## config.mk

```make
export PLATFORM = sky130hd
export DESIGN_NAME = engine_read_arbiter
export DESIGN_NICKNAME = d
export VERILOG_FILES = /design/src/rtl/engine_read_arbiter.sv
export SDC_FILE = /design/constraint.sdc
export NUM_CORES = 1
export LEC_CHECK = 0
export CAP_MARGIN = 20
export CORE_AREA = 3 3 312 314
export DETAILED_ROUTE_END_ITERATION = 8
export DIE_AREA = 0 0 315 317
export PLACE_DENSITY = 0.45
export RECOVER_POWER = 50
export SYNTH_ARGS = -nofsm -noshare
export SYNTH_HDL_FRONTEND = slang
export SYNTH_SLANG_ARGS = --single-unit
```

## constraint.sdc

```tcl
create_clock -name clk -period 3.3 [get_ports clk]
set_input_delay 0.33 -clock clk [delete_from_list [all_inputs] [get_ports clk]]
set_output_delay 0.33 -clock clk [all_outputs]
set_load 0.05 [all_outputs]
```

## src/rtl/engine_read_arbiter.sv

```systemverilog
// Round-robin read-address arbiter for four engine clients
// with a one-entry R buffer that routes beats back by ID.
module engine_read_arbiter #(
  parameter int NUM_ENGINES         = 4,
  parameter int C0_C_S_AXI_ID_WIDTH = 12,
  parameter int MAX_OUTSTANDING     = 4
) (
  input  logic                                          clk,
  input  logic                                          rst,
  input  logic [NUM_ENGINES*(C0_C_S_AXI_ID_WIDTH-2)-1:0] eng_rd_id_in,
  input  logic [NUM_ENGINES*33-1:0]                     eng_rd_addr_in,
  input  logic [NUM_ENGINES*8-1:0]                      eng_rd_len_in,
  input  logic [NUM_ENGINES-1:0]                        eng_rd_info_valid_in,
  output logic [NUM_ENGINES-1:0]                        eng_rd_info_rdy_out,
  output logic [255:0]                                  eng_rd_data_out,
  output logic [NUM_ENGINES-1:0]                        eng_rd_data_valid_out,
  input  logic [NUM_ENGINES-1:0]                        eng_rd_data_rdy_in,
  output logic [C0_C_S_AXI_ID_WIDTH-1:0]                ar_id_out,
  output logic [32:0]                                   ar_addr_out,
  output logic [7:0]                                    ar_len_out,
  output logic                                          ar_valid_out,
  input  logic                                          ar_ready_in,
  input  logic [C0_C_S_AXI_ID_WIDTH-1:0]                r_id_in,
  input  logic [255:0]                                  r_data_in,
  input  logic                                          r_last_in,
  input  logic                                          r_valid_in,
  output logic                                          r_ready_out
);
  localparam int IW  = C0_C_S_AXI_ID_WIDTH;
  localparam int EIW = C0_C_S_AXI_ID_WIDTH - 2;

  typedef enum logic {IDLE, HOLD} state_e;

  state_e         state_q, state_d;
  logic [1:0]     last_q, last_d;
  logic [1:0]     gnt_q, gnt_d;
  logic [EIW-1:0] id_q, id_d;
  logic [32:0]    addr_q, addr_d;
  logic [7:0]     len_q, len_d;
  logic [2:0]     cnt_q [NUM_ENGINES];
  logic [2:0]     cnt_d [NUM_ENGINES];
  logic           buf_valid_q, buf_valid_d;
  logic [1:0]     buf_eng_q, buf_eng_d;
  logic [255:0]   buf_data_q, buf_data_d;
  logic           buf_last_q, buf_last_d;

  logic [NUM_ENGINES-1:0] elig, inc, dec;
  logic [1:0] sel, cand, r_eng;
  logic       found, grant, r_hs, pop;
  logic       unused_bits;

  assign r_eng = r_id_in[IW-1 -: 2];
  assign unused_bits = ^{r_id_in[EIW-1:0], buf_last_q};

  always_comb begin
    elig = '0;
    for (int i = 0; i < NUM_ENGINES; i++)
      elig[i] = eng_rd_info_valid_in[i]
             && (cnt_q[i] < 3'(MAX_OUTSTANDING));
  end

  // search starts one past the last winner
  always_comb begin
    sel   = '0;
    cand  = '0;
    found = 1'b0;
    for (int k = 1; k <= NUM_ENGINES; k++) begin
      cand = last_q + 2'(k);
      if (!found && elig[cand]) begin
        sel   = cand;
        found = 1'b1;
      end
    end
  end

  assign grant = rst && (state_q == IDLE) && found;

  always_comb begin
    state_d = state_q;
    last_d  = last_q;
    gnt_d   = gnt_q;
    id_d    = id_q;
    addr_d  = addr_q;
    len_d   = len_q;
    eng_rd_info_rdy_out = '0;
    ar_valid_out        = 1'b0;
    unique case (state_q)
      IDLE: begin
        if (grant) begin
          eng_rd_info_rdy_out[sel] = 1'b1;
          gnt_d   = sel;
          last_d  = sel;
          id_d    = eng_rd_id_in[sel*EIW +: EIW];
          addr_d  = eng_rd_addr_in[sel*33 +: 33];
          len_d   = eng_rd_len_in[sel*8 +: 8];
          state_d = HOLD;
        end
      end
      HOLD: begin
        ar_valid_out = 1'b1;
        if (ar_ready_in) state_d = IDLE;
      end
    endcase
  end

  assign ar_id_out   = {gnt_q, id_q};
  assign ar_addr_out = addr_q;
  assign ar_len_out  = len_q;

  assign r_ready_out = !buf_valid_q || eng_rd_data_rdy_in[buf_eng_q];
  assign r_hs = r_valid_in && r_ready_out;
  assign pop  = buf_valid_q && eng_rd_data_rdy_in[buf_eng_q];

  always_comb begin
    inc = '0;
    dec = '0;
    for (int i = 0; i < NUM_ENGINES; i++) begin
      inc[i]   = grant && (sel == 2'(i));
      dec[i]   = r_hs && r_last_in && (r_eng == 2'(i));
      cnt_d[i] = cnt_q[i];
      if (inc[i] && !dec[i])
        cnt_d[i] = cnt_q[i] + 3'd1;
      else if (dec[i] && !inc[i] && cnt_q[i] != 3'd0)
        cnt_d[i] = cnt_q[i] - 3'd1;
    end
  end

  always_comb begin
    buf_valid_d = buf_valid_q;
    buf_eng_d   = buf_eng_q;
    buf_data_d  = buf_data_q;
    buf_last_d  = buf_last_q;
    if (pop) buf_valid_d = 1'b0;
    if (r_hs) begin
      buf_valid_d = 1'b1;
      buf_eng_d   = r_eng;
      buf_data_d  = r_data_in;
      buf_last_d  = r_last_in;
    end
  end

  always_comb begin
    eng_rd_data_valid_out = '0;
    for (int i = 0; i < NUM_ENGINES; i++)
      eng_rd_data_valid_out[i] = buf_valid_q && (buf_eng_q == 2'(i));
  end

  assign eng_rd_data_out = buf_data_q;

  always_ff @(posedge clk or negedge rst) begin
    if (!rst) begin
      state_q     <= IDLE;
      last_q      <= 2'(NUM_ENGINES - 1);
      gnt_q       <= '0;
      id_q        <= '0;
      addr_q      <= '0;
      len_q       <= '0;
      buf_valid_q <= 1'b0;
      buf_eng_q   <= '0;
      buf_data_q  <= '0;
      buf_last_q  <= 1'b0;
      for (int i = 0; i < NUM_ENGINES; i++) cnt_q[i] <= '0;
    end else begin
      state_q     <= state_d;
      last_q      <= last_d;
      gnt_q       <= gnt_d;
      id_q        <= id_d;
      addr_q      <= addr_d;
      len_q       <= len_d;
      buf_valid_q <= buf_valid_d;
      buf_eng_q   <= buf_eng_d;
      buf_data_q  <= buf_data_d;
      buf_last_q  <= buf_last_d;
      for (int i = 0; i < NUM_ENGINES; i++) cnt_q[i] <= cnt_d[i];
    end
  end

endmodule

```

==> impl_metrics.yaml <==
yosys:
  mappedNetlistNets: 1584
  syn-instance-count: 1095
  synthDominantCellAreaShare_pct: 56.8
  post_synth_instance_area_sq_um: 14300
  synth.cells.most_frequent: "dfrtp_1 (325), mux2_2 (260), nand2_1 (114)"
  synthDominantAreaCellType: "dfrtp_1"
  yosys.cell_types.count: 56
  ys_seq_area_share_pct: 57.2
  syn-mean-instance-area_sq_um: 13.1
  ys.flop_type: "dfrtp_1"
  synth_async_sr_flop_share_pct: 100
  yosys_register_bits: 327
  synth-warning-count: 0
  post-synth-top-count-cell: "dfrtp_1"
  synth-edff-count: 0
  synth_area_leaders: "dfrtp_1 (57%), mux2_2 (20%), a311oi_1 (3.2%), nand2_1 (3.0%), a211oi_1 (2.8%)"
cts:
  clk_transition_reported_paths_ps: 60
  cts.hold.buffers_added: 1
  postCtsSetupBuffers: 0
  clock-root-buffer: "clkbuf_16"
  worst_skew_pair.late_latency_ps: 590
  htree_levels: 2
  cts_tree: "done"
  cts_inserted_buffers: 43
  clkSinkCount: 327
  maximum_clock_insertion_buffer_count: 3
  post_cts_resized: 0
setup_path:
  reg2reg_slack_ps: 290
  worst-setup-path-type: "reg -> reg"
  worst_setup_path_end_kind: "flip-flop"
  worst_r2r_path_depth: 8
  worst_setup_path_start_kind: "flip-flop"
  critPathArrivalTime_ps: 3460
  rr_endpoint: "cnt_q[10]"
  cp_max_fo: 4
  launch_instance_of_the_worst_register_to_register_path: "buf_eng_q[0]"
  worst_ep_required_time_ps: 3750
status:
  outcome: "finished with violations"
  violations: "max-capacitance violations, max-slew violations"
grt:
  grt_pass1_vias: 13100
  antenna_violations_before_repair: 7
  globalRouteOverflowTotal: 0
  wire_length_of_the_first_global_routing_pass_um: 89600
  grtUsageTotal_pct: 12.1
  grt_start_max_net_pins: 125
routing:
  finalWirelength_um: 63600
  drt_first_pass_iters: 4
  ant_nets: 0
  drt-wirelength-per-cell_um: 19.8
  drt_first_iter_violations: 595
  route.vias.total: 12300
  post_drt_via_cell_ratio: 3.84
  drc_errors: 0
floorplanning:
  num_ports: 804
  area_of_the_core_region_sq_um: 94900
  die_area_sq_um: 99900
  initial_core_util_pct: 15.1
  die_x_um: 315
  rows: 113
  fp.dieH_um: 317
sta:
  finalClockSkew_ps: 16.2
  post-route-min-period_ps: 3010
  period_share_pct: 91.2
  fmax_mhz: 332
  timing.hold.ws_ps: 327
  fin_tns_setup_ps: 0
  setup_repair_after_global_routing_missed_its_margin: "no"
  timing.final.hold_violations: 0
  timing.final.setup_violations: 0
  tightest_slew_ps: 2330
  final_critical_path_setup_slack_ps: 291
  timing.max_slew.rel_slack_pct: -55.1
  maxSlewViolCount: 35
run:
  timing.max_cap.violations: 1
placed_design:
  routability_cong: 0.816
  port_buffers: 793
  postPlaceCellArea_sq_um: 23900
  hpwl_um: 49400
  dp_worst_setup_slack_ps: 86.7
finish:
  final_core_utilization_pct: 26.7
  areaGrowthSynthToFinish_pct: 76.7
  final_layout_size_suffix_gt1_share_pct: 20.2
  finalInstanceArea_sq_um: 25300
  nets: 2392
pwr:
  irDropWorstVdd_v: 0.000475
  power_leakage_uw: 0.0104
  power_per_cell_area_nw_per_um2: 980
min_path:
  hold_start: "ar_ready_in"
  timing.hold.worst_path_depth: 2
  whs_endpoint: "state_q"
  min_path_type: "in -> reg"
## layout by cell type (no fill, tap or decap), types with 5 or more instances in the layout
cell / instances
clkdlybuf4s50_1: 645
dfrtp_1: 325
mux2_2: 260
dlygate4sd3_1: 144
nand2_1: 114
and3_1: 54
a211oi_1: 53
a311oi_1: 52
a21o_1: 51
clkbuf_16: 43
buf_4: 37
nor2_1: 20
clkbuf_1: 16
o21ai_0: 14
buf_12: 12
clkbuf_8: 10
inv_1: 6
diode_2: 5
clkinv_2: 5
## layout make-up
cell class | count | area (sq um)
Antenna cell | 5 | 12.5
Clock buffer | 65 | 1260
Clock inverter | 11 | 126
Fill cell | 9891 | 69600
Inverter | 7 | 26.3
Multi-Input combinational cell | 681 | 5670
Sequential cell | 327 | 8190
Tap cell | 1265 | 1580
Timing Repair Buffer | 843 | 8440
## logic make-up (layout without fill, tap and decap cells)
family	count (synthesis)	after routing	share of synthesized area, %
other	0	5	0
XOR/XNOR	1	1	0.0612
adder cells (fa/ha/maj)	4	4	0.559
AO/OA/AOI/OAI	195	195	10.6
flip-flops	327	327	57.2
buffers and inverters	87	926	3.29
multiplexers	265	265	20.9
AND/OR/NAND/NOR	216	216	7.41
## stage by stage
step | total power, uW | instances
6_report | 24800 | 3204
5_1_grt | 26000 | 3201
4_1_cts | 25600 | 3199
3_5_place_dp | 20700 | 3122
3_3_place_gp | 20600 | 3122
2_1_floorplan | 15200 | 1095
## state kept, by name (all words and copies together) (netlist names)
name	flops
buf_eng_q	2
gnt_q	2
last_q	2
cnt_q	12
eng_rd_data_out	256
id_q	10
state_q	1
ar_addr_out	33
buf_valid_q	1
ar_len_out	8
## how the worst max path moves through the flow
stage / cells past startpoint / to / from / slack (ps)
floorplan: 9 / cnt_q[1] / buf_eng_q[0] / 440
global placement: 9 / ar_addr_out[0] / eng_rd_info_valid_in[3] / 100
detailed placement: 9 / ar_addr_out[0] / eng_rd_info_valid_in[3] / 90
CTS: 3 / eng_rd_data_valid_out[0] / buf_valid_q / 180
global route: 6 / eng_rd_info_rdy_out[3] / cnt_q[2] / 50
finish: 8 / cnt_q[10] / buf_eng_q[0] / 290
## routing by layer
| metal | up-vias | GRT usage (%) | routed length, um |
|---|---|---|---|
| met1 | 6154 | 13.5 | 23600 |
| met2 | 444 | 21.7 | 33300 |
| li1 | 5626 | - | - |
| met5 | - | 0 | 27 |
| met4 | 4 | 3.75 | 1660 |
| met3 | 88 | 4.00 | 5040 |
## worst max-delay path: stages, from the launching register on
cell,delay [ps]
dfrtp_1,390
mux4_2,620
o21ai_0,650
nor4b_4,120
nor3_2,240
inv_1,90
fa_1,470
o221ai_1,210
o21ai_0,110
## where the power goes
part	total, uW	internal (uW)	switching [uW]
clock	4630	2720	1910
combinational	13500	4790	8720
sequential	6660	5720	941
Note: power is estimated with default switching activity, not from simulation.
